`config.mk`:
```
export PLATFORM = sky130hd
export DESIGN_NAME = fir_tdm_mac
export DESIGN_NICKNAME = d
export VERILOG_FILES = /design/src/rtl/fir_tdm_mac.sv
export SDC_FILE = /design/constraint.sdc
export NUM_CORES = 1
export LEC_CHECK = 0
export ABC_AREA = 1
export BUFFER_PORTS_ARGS = -buffer_cell sky130_fd_sc_hd__buf_2
export CORE_AREA = 2 2 223 225
export CTS_CLUSTER_DIAMETER = 30
export DETAILED_ROUTE_END_ITERATION = 12
export DIE_AREA = 0 0 225 227
export GPL_TIMING_DRIVEN = 0
export HOLD_SLACK_MARGIN = 0.12
export PLACE_DENSITY_LB_ADDON = 0.1
export SETUP_SLACK_MARGIN = 0.1
export SYNTH_ARGS = -nofsm -noshare
export SYNTH_HDL_FRONTEND = slang
export SYNTH_SLANG_ARGS = --single-unit
```
`constraint.sdc`:
```
create_clock -name clk -period 5.71 [get_ports clk]
set_input_delay 0.571 -clock clk [delete_from_list [all_inputs] [get_ports clk]]
set_output_delay 0.571 -clock clk [all_outputs]
set_load 0.02 [all_outputs]
```
`src/rtl/fir_tdm_mac.sv`:
```
// rtl/fir_tdm_mac.sv - multi-channel time-multiplexed FIR filter around one MAC unit
//
// Optional build macro: FIR_SYMMETRIC_EN selects the folded (pre-adder) MAC that
// runs N_TAPS/2 cycles per sample and only accepts the lower half of the
// coefficient addresses. Without it the general N_TAPS-cycle MAC is built.
//
// Per-sample flow: IDLE accepts a sample, writes it into its channel's circular
// delay line, then MAC walks the taps one product per cycle, and OUT scales,
// saturates and publishes the result with a one-cycle dout_valid pulse.

module fir_tdm_mac #(
  parameter int WIDTH_DATA  = 8,
  parameter int WIDTH_COEF  = 8,
  parameter int N_TAPS      = 16,
  parameter int LOG2_N_TAPS = 4,
  parameter int N_CH        = 2,
  parameter int LOG2_N_CH   = 1,
  parameter int WIDTH_OUT   = 8,
  parameter int SHIFT_OUT   = 8
) (
  input  logic                          clk,
  input  logic                          rst,
  input  logic                          din_valid,
  output logic                          din_ready,
  input  logic        [WIDTH_DATA-1:0]  din,
  input  logic        [LOG2_N_CH-1:0]   din_ch,
  input  logic                          coef_we,
  input  logic        [LOG2_N_TAPS-1:0] coef_addr,
  input  logic        [WIDTH_COEF-1:0]  coef_wdata,
  output logic                          coef_err,
  output logic                          dout_valid,
  output logic        [WIDTH_OUT-1:0]   dout,
  output logic        [LOG2_N_CH-1:0]   dout_ch,
  output logic                          busy
);

  // Accumulator is wide enough that N_TAPS full-precision products never overflow.
  localparam int ACC_W = WIDTH_DATA + WIDTH_COEF + LOG2_N_TAPS + 1;

`ifdef FIR_SYMMETRIC_EN
  localparam int MAC_LEN = N_TAPS / 2;
  localparam int PROD_W  = WIDTH_DATA + 1 + WIDTH_COEF;
`else
  localparam int MAC_LEN = N_TAPS;
  localparam int PROD_W  = WIDTH_DATA + WIDTH_COEF;
`endif

  localparam logic [LOG2_N_TAPS-1:0] PTR_LAST = LOG2_N_TAPS'(N_TAPS - 1);
  localparam logic [LOG2_N_TAPS-1:0] TAP_LAST = LOG2_N_TAPS'(MAC_LEN - 1);

  // Output clamp limits expressed in accumulator width.
  localparam logic signed [ACC_W-1:0] OUT_MAX =
    ACC_W'((64'sd1 <<< (WIDTH_OUT - 1)) - 64'sd1);
  localparam logic signed [ACC_W-1:0] OUT_MIN = ~OUT_MAX;

  typedef enum logic [1:0] {
    S_IDLE = 2'd0,
    S_MAC  = 2'd1,
    S_OUT  = 2'd2
  } state_t;

  state_t state;
  state_t state_next;

  // Sample storage: one circular line per channel, coefficients shared.
  logic signed [WIDTH_DATA-1:0]  dly    [N_CH][N_TAPS];
  logic        [LOG2_N_TAPS-1:0] wr_ptr [N_CH];
  logic signed [WIDTH_COEF-1:0]  coef   [N_TAPS];

  logic signed [ACC_W-1:0]       acc;
  logic        [LOG2_N_CH-1:0]   ch_q;
  logic        [LOG2_N_TAPS-1:0] tap;
  logic        [LOG2_N_TAPS-1:0] rd_ptr;

  logic [31:0] ch_ext;
  logic [31:0] addr_ext;
  logic        accept;
  logic        coef_ok;
  logic        tap_last;

  logic signed [WIDTH_DATA-1:0] x_a;
  logic signed [WIDTH_COEF-1:0] h_k;
  logic signed [PROD_W-1:0]     prod;
  logic signed [ACC_W-1:0]      prod_ext;
  logic signed [ACC_W-1:0]      acc_sh;
  logic        [WIDTH_OUT-1:0]  sat_val;

  function automatic logic [LOG2_N_TAPS-1:0] ptr_inc(input logic [LOG2_N_TAPS-1:0] p);
    return (p == PTR_LAST) ? '0 : p + 1'b1;
  endfunction

  function automatic logic [LOG2_N_TAPS-1:0] ptr_dec(input logic [LOG2_N_TAPS-1:0] p);
    return (p == '0) ? PTR_LAST : p - 1'b1;
  endfunction

  // Handshake and qualification; channel and address are range checked in 32 bits
  // so non-power-of-two N_CH / coefficient limits work unchanged.
  assign ch_ext    = 32'(din_ch);
  assign addr_ext  = 32'(coef_addr);
  assign din_ready = (state == S_IDLE);
  assign busy      = (state != S_IDLE);
  assign accept    = din_valid && din_ready && (ch_ext < 32'(N_CH));
  assign coef_ok   = coef_we && din_ready && (addr_ext < 32'(MAC_LEN));
  assign tap_last  = (tap == TAP_LAST);

  // Operand fetch: x[n-k] walks backwards from the newest sample of the channel.
  assign x_a = dly[ch_q][rd_ptr];
  assign h_k = coef[tap];

`ifdef FIR_SYMMETRIC_EN
  // The mirrored operand x[n-(N_TAPS-1-k)] walks forwards from the oldest sample.
  logic        [LOG2_N_TAPS-1:0] rd_ptr_b;
  logic signed [WIDTH_DATA-1:0]  x_b;
  logic signed [WIDTH_DATA:0]    pre;

  assign x_b  = dly[ch_q][rd_ptr_b];
  assign pre  = x_a + x_b;
  assign prod = pre * h_k;

  // Mirrored read pointer: starts one past the newest sample, i.e. the oldest one.
  always_ff @(posedge clk or negedge rst) begin
    if (!rst) begin
      rd_ptr_b <= '0;
    end else if (state == S_IDLE) begin
      if (accept) rd_ptr_b <= ptr_inc(wr_ptr[din_ch]);
    end else if (state == S_MAC) begin
      rd_ptr_b <= ptr_inc(rd_ptr_b);
    end
  end
`else
  assign prod = x_a * h_k;
`endif

  assign prod_ext = {{(ACC_W - PROD_W){prod[PROD_W-1]}}, prod};

  // Scale then clamp to the signed output range.
  assign acc_sh = acc >>> SHIFT_OUT;

  // Saturation of the scaled accumulator.
  always_comb begin
    sat_val = acc_sh[WIDTH_OUT-1:0];
    if (acc_sh > OUT_MAX) begin
      sat_val = OUT_MAX[WIDTH_OUT-1:0];
    end else if (acc_sh < OUT_MIN) begin
      sat_val = OUT_MIN[WIDTH_OUT-1:0];
    end
  end

  // FSM state register.
  always_ff @(posedge clk or negedge rst) begin
    if (!rst) state <= S_IDLE;
    else      state <= state_next;
  end

  // FSM next-state: IDLE -> MAC on an accepted sample, MAC -> OUT after the last tap.
  always_comb begin
    state_next = state;
    case (state)
      S_IDLE:  if (accept)   state_next = S_MAC;
      S_MAC:   if (tap_last) state_next = S_OUT;
      S_OUT:                 state_next = S_IDLE;
      default:               state_next = S_IDLE;
    endcase
  end

  // Delay-line write: store the accepted sample at its channel's pointer and advance it.
  always_ff @(posedge clk or negedge rst) begin
    if (!rst) begin
      for (int c = 0; c < N_CH; c++) begin
        wr_ptr[c] <= '0;
        for (int t = 0; t < N_TAPS; t++) dly[c][t] <= '0;
      end
    end else if (accept) begin
      dly[din_ch][wr_ptr[din_ch]] <= din;
      wr_ptr[din_ch]              <= ptr_inc(wr_ptr[din_ch]);
    end
  end

  // Coefficient bank: writes land only while idle and in range, else flag an error.
  always_ff @(posedge clk or negedge rst) begin
    if (!rst) begin
      for (int t = 0; t < N_TAPS; t++) coef[t] <= '0;
      coef_err <= 1'b0;
    end else begin
      coef_err <= coef_we && !coef_ok;
      if (coef_ok) coef[coef_addr] <= coef_wdata;
    end
  end

  // MAC datapath: latch channel and start pointer on accept, then one product per cycle.
  always_ff @(posedge clk or negedge rst) begin
    if (!rst) begin
      acc    <= '0;
      ch_q   <= '0;
      tap    <= '0;
      rd_ptr <= '0;
    end else begin
      case (state)
        S_IDLE: begin
          if (accept) begin
            acc    <= '0;
            ch_q   <= din_ch;
            tap    <= '0;
            rd_ptr <= wr_ptr[din_ch];
          end
        end
        S_MAC: begin
          acc    <= acc + prod_ext;
          tap    <= tap + 1'b1;
          rd_ptr <= ptr_dec(rd_ptr);
        end
        default: ;
      endcase
    end
  end

  // Result register: publish the saturated sample for one cycle; dout holds afterwards.
  always_ff @(posedge clk or negedge rst) begin
    if (!rst) begin
      dout       <= '0;
      dout_ch    <= '0;
      dout_valid <= 1'b0;
    end else begin
      dout_valid <= (state == S_OUT);
      if (state == S_OUT) begin
        dout    <= sat_val;
        dout_ch <= ch_q;
      end
    end
  end

endmodule

```
==> results of run 1 <==
repair_timing:
item / 4_1_cts / 5_1_grt
resized for setup: 296 / 81
hold buffers: 1 / 0
setup buffers: 28 / 12
gates cloned: 4 / 0
pin swaps: 45 / 32
endpoints found under the setup margin: 16 / 14
hold endpoints to repair: 69 / 0
per-layer routing:
layer  part of all wire, %  routed length, um
met5                     0                  0
met3                    10               8780
met4                   3.7               3210
met2                    45              39000
met1                    41              36100
worst max-delay path, delay by kind of cell, from the launching register on:
| family | cells | cell delay (ns) |
|---|---|---|
| adders and majority gates | 6 | 2.78 |
| and+or+nand+nor | 13 | 1.11 |
| buffers and inverters | 11 | 1.06 |
| AOI/OAI and AO/OA | 2 | 0.30 |
| DFF | 1 | 0.33 |
flip-flops by register name, indices dropped and copies added, names as in the netlist:
| signal | cells |
|---|---|
| dly | 256 |
| coef | 128 |
| acc | 21 |
| dout | 8 |
| wr_ptr | 8 |
| rd_ptr | 4 |
| tap | 4 |
| state | 2 |
| ch_q | 1 |
| coef_err | 1 |
| dout_ch | 1 |
| dout_valid | 1 |
layout make-up:
cell class | instances | area (um2)
Buffer | 171 | 1280
Clock buffer | 131 | 2920
Clock inverter | 62 | 890
Fill cell | 4095 | 17800
Inverter | 206 | 813
Multi-Input combinational cell | 2107 | 12400
Sequential cell | 435 | 10900
Tap cell | 622 | 778
Timing Repair Buffer | 86 | 767
cells in the mapped netlist, types with 2 or more instances:
master,n
dfrtp_1,435
o221ai_1,4
o21ai_2,18
clkbuf_1,88
inv_4,3
o21ai_1,160
a31oi_1,2
xnor2_1,4
nor2_8,3
ha_1,55
nor2_2,2
inv_2,9
inv_1,190
o211ai_1,15
o22ai_1,3
o21ai_0,327
buf_6,16
nand3_4,23
nor2_4,2
nand2_2,5
nand3_1,255
nand3b_1,3
buf_1,4
mux2_2,2
nand4_1,5
buf_2,63
nor2_1,195
nand2_1,873
nand3_2,5
clkinv_1,4
xor2_1,2
nand2_4,2
o21a_1,2
fa_1,92
nor3_1,3
a21oi_1,35
cells by family (layout without fill, tap and decap cells):
group | after synthesis | in the layout
mux | 2 | 2
fa+ha+maj | 147 | 147
xor+xnor | 6 | 6
simple gates | 1381 | 1381
buf+inv | 378 | 656
flops | 435 | 435
compound gates | 571 | 571
metrics by stage:
step | instances | util [%] | hold slack [ns] | TNS [ns]
final | 3820 | 63.4 | 0.175 | 0
after global placement | 3579 | 51.7 | 0.461 | -2066.59
after floorplan | 2920 | - | 0.275 | 0
after CTS | 3808 | 62.5 | 0.155 | 0
after global routing | 3820 | 63.4 | 0.219 | -1.67
after detailed placement | 3583 | 52.0 | 0.468 | -14.42
worst max-delay path by stage:
stage | startpoint | to | slack (ns)
4_1_cts | ch_q | acc[18] | 0.05
3_3_place_gp | rst | acc[17] | -4.78
2_1_floorplan | ch_q | acc[20] | 0.10
3_5_place_dp | ch_q | acc[20] | -1.19
6_report | ch_q | acc[16] | 0.03
5_1_grt | ch_q | acc[18] | -0.17
==> results.ini, run 1 <==
[synthesis]
async_reset_ff_share_pct = 100
seq_area_frac_synth_pct = 45.1
synth-xor-area-share_pct = 0.218
postSynthAreaPerCell_um2 = 8.27
syn_area_mm2 = 0.0241
synth_top_family_by_area = simple AND/OR/NAND/NOR gates
synthesis.nets = 3092
synth_edf_count = 0
synth_fa_ha_area_share_pct = 10.5
ys.warnings.count = 0
synth-seq-cells = 435
yosys.area_share.simple_pct = 24.9
synthFlopType = dfrtp_1
synthMuxAreaShare_pct = 0.0933
yosysTopAreaCellShare_pct = 45.1
yosys.area.top_type = dfrtp_1
synth_area_leaders = dfrtp_1, nand2_1, fa_1
synth_cell_types = 47
syn_inst = 2920
synth_compound_gate_area_share_pct = 12.5

[timing]
worst_pin_slew_ns = 1.35
rsz0062_at_grt = yes
slew_headroom_pct = 10.1
period_share_pct = 99.5
finalClockSkew_ns = 0.0386
setup_slack_ns = 0.0303
slew_viol_final = 0
max_freq_mhz = 176
setup_viol = 0
min_period_ns = 5.68
hold_violations = 0

[global_routing]
grtUsageMet3_pct = 9.33
track_usage_pct = 34.7
met2_usage_pct = 53.1
overflow = 0
use_met1_pct = 47.3
grt_max_degree = 103
antenna_found_initial = 0
grt_pass1_vias = 21859
grt_pass1_wl_mm = 131
grt.busiest_layer = met2

[clock_network]
clk_pin_slew_ns = 0.05
cts_buffer_depth = 3
cts_root_buf = clkbuf_16
htreeDepth = 3
cts_tree = done
cts_buffers = 107
clkLatencyLatePin_ns = 0.67
clock-sinks = 435

[route]
num_vias = 22121
drc = 0
finalWirelength_mm = 87.1
drt-pass1-iter-count = 6
avgViaCountPerCell = 5.79
wire_per_inst_um = 22.8
drtIter0Drc = 2556
ant_nets = 0

[setup_path]
end_kind = flop
crit_type = flop to flop
rr_worst_depth = 32
path_common_cell = fa_1
slowest_stage = fa_1
worst_ep_required_time_ns = 6.28
worstPathArrival_ns = 6.25
rr_startpoint = ch_q
regToRegEndpoint = acc[16]
crit_fanout = 6
slowest_delay_ns = 0.54
cp-start-kind = flop
r2r_slack_ns = 0.03

[die]
ioPinCount = 38
num_rows = 81
initial_core_util_pct = 49.7
die_h_um = 227
die_area_mm2 = 0.0511
die_w_um = 225
core-area_mm2 = 0.0485

[finish]
area_delta_synth_final_pct = 27.5
layout_common_cells = nand2_1, dfrtp_1, o21ai_0
n_antenna_cell = 0
nets = 3286
drive_gt1_share_pct = 19.5
stdcell_area_mm2 = 0.0308
final_common_cell = nand2_1

[min_path]
hold_path_end = coef_err
hold_path.class = input port to flop
min_from = coef_we
holdPathStages = 3

[outcome]
outcome = complete, no violations

[place]
routabilityCongestion = 0.978
placedInstanceArea_mm2 = 0.0252
dp_hpwl_mm = 59.6
io_buffers = 37
place_ws_ns = -1.19

[job]
maxCapViolations = 0

Power of run 1 is left out: the tool's default activity adds up to more than one toggle a clock period on the data nets, which glitch-free logic cannot reach.
==> run 2, diff against run 1 <==
clock period = 5.1 ns   (was 5.71 ns; I/O delays follow)
==> results.ini, run 2 (same netlist as run 1, synthesis figures left out) <==
[die]
initial_core_util_pct = 49.7  ; unchanged
die_w_um = 225  ; unchanged
core-area_mm2 = 0.0485  ; unchanged
die_area_mm2 = 0.0511  ; unchanged
die_h_um = 227  ; unchanged
num_rows = 81  ; unchanged
ioPinCount = 38  ; unchanged

[global_routing]
antenna_found_initial = 2  ; +2
overflow = 0  ; unchanged
grt_pass1_wl_mm = 134  ; +2.3%
grt_max_degree = 125  ; +21%
grt_pass1_vias = 22647  ; +3.6%
track_usage_pct = 35.2  ; +0.55 points

[route]
drtIter0Drc = 2632  ; +3.0%
finalWirelength_mm = 88.3  ; +1.3%
wire_per_inst_um = 23.0  ; +0.67%
ant_nets = 0  ; unchanged
drt-pass1-iter-count = 7  ; +1
drc = 0  ; unchanged
avgViaCountPerCell = 5.83  ; +0.70%
num_vias = 22410  ; +1.3%

[finish]
nets = 3294  ; +0.24%
largest_reg_flops = 256  ; unchanged
final_cells = 3843  ; +0.60%
regMostFlops = dly
area_delta_synth_final_pct = 31.8
final_common_cell = nand2_1
drive_gt1_share_pct = 22.0  ; +2.4 points
layout_common_cells = nand2_1, dfrtp_1, o21ai_0
largestRegisters = dly: 256 flops, coef: 128 flops, acc: 21 flops

[clock_network]
cts_buffer_depth = 3  ; unchanged
cts_tree = done
cts_buffers = 113  ; +5.6%
clkLatencyLatePin_ns = 0.67  ; about the same
cts_root_buf = clkbuf_16
htreeDepth = 3  ; unchanged
clk_pin_slew_ns = 0.05  ; about the same
clock-sinks = 435  ; unchanged

[timing]
max_freq_mhz = 176  ; -0.28%
rsz0062_at_grt = yes
setup_slack_ns = -0.596  ; -0.626 ns
slew_headroom_pct = 14.7  ; +4.6 points
finalClockSkew_ns = 0.0431  ; +0.00448 ns
worst_pin_slew_ns = 1.28  ; -0.0688 ns
hold_violations = 0  ; unchanged
setup_viol = 16  ; +16
slew_viol_final = 0  ; unchanged
holdWs_ns = 0.158  ; -0.0166 ns
period_share_pct = 112  ; +12 points
min_period_ns = 5.70  ; +0.0161 ns

[setup_path]
worstPathArrival_ns = 6.20  ; -0.05 ns
crit_type = flop to flop
worst_ep_required_time_ns = 5.61  ; -0.67 ns
path_common_cell = nand2_4
cp-start-kind = flop
end_kind = flop
slowest_stage = fa_1
slowest_delay_ns = 0.52  ; -0.02 ns
crit_fanout = 7  ; +1

[job]
maxCapViolations = 0  ; unchanged

[place]
io_buffers = 37  ; unchanged
place_inst = 3582  ; -0.028%
routabilityCongestion = 0.957  ; -2.2%
dp_hpwl_mm = 59.2  ; -0.73%

[outcome]
violations = negative setup slack
outcome = finished, violations left

[min_path]
hold_path.class = input port to flop

==> run 2: worst paths after layout <==
check	start	to	slack [ns]	depth (start not counted)
max	ch_q	acc[12]	-0.60	30
min	coef_we	coef_err	0.16	3
max reg2reg	ch_q	acc[12]	-0.60	30
min reg2reg	dly[52]	dly[52]	0.48	2
max in group asynchronous	rst	coef[17]	2.51	5
min in group asynchronous	rst	dly[94]	0.48	2
==> run 2: cell type report <==
cell class / instances / area (um2)
multi-input cells: 2107 / 13000
clock inverters: 61 / 1050
plain buffers: 171 / 1340
diodes: 1 / 2.50
fillers: 3941 / 16700
flip-flops and latches: 435 / 10900
clock buffers: 152 / 3170
repair buffers: 88 / 803
well taps: 622 / 778
inverters: 206 / 812
==> run 2: what timing repair did <==
action	CTS	global route
hold buffers	1	0
resized for setup	330	143
cloned	5	0
setup buffers	26	17
pin swaps	61	57
endpoints found under the setup margin	17	16
hold endpoints to repair	95	0
==> run 2: metal layers <==
| metal | GRT usage (%) | wire (um) | vias up | part of all wire, % |
|---|---|---|---|---|
| met5 | 0 | 0 | - | 0 |
| met4 | 15.6 | 3800 | 0 | 4.3 |
| met3 | 10.7 | 9470 | 273 | 11 |
| met2 | 53.1 | 38800 | 1231 | 44 |
| met1 | 47.2 | 36200 | 10966 | 41 |
| li1 | - | - | 9940 | - |
==> run 2: per-stage QoR <==
step	utilization, %	setup slack, ns	instance area (um2)	TNS [ns]
4_1_cts	64.1	-0.506	31100	-5.60
6_report	65.5	-0.596	31800	-7.32
2_1_floorplan	-	-0.162	24200	-1.20
5_1_grt	65.5	-0.765	31800	-10.01
3_5_place_dp	52.1	-1.36	25300	-18.74
3_3_place_gp	51.9	-5.37	25200	-2324.97
==> run 2: critical path: cells and delay by family, from the launching register on <==
kind                     cells  cell delay (ns)
XOR/XNOR                     1             0.15
AO/OA/AOI/OAI                3             0.36
adder cells (fa/ha/maj)      6             2.81
AND/OR/NAND/NOR             10             0.79
flip-flops                   1             0.37
buffers and inverters       10             1.05
Power of run 2 is left out for the same reason.
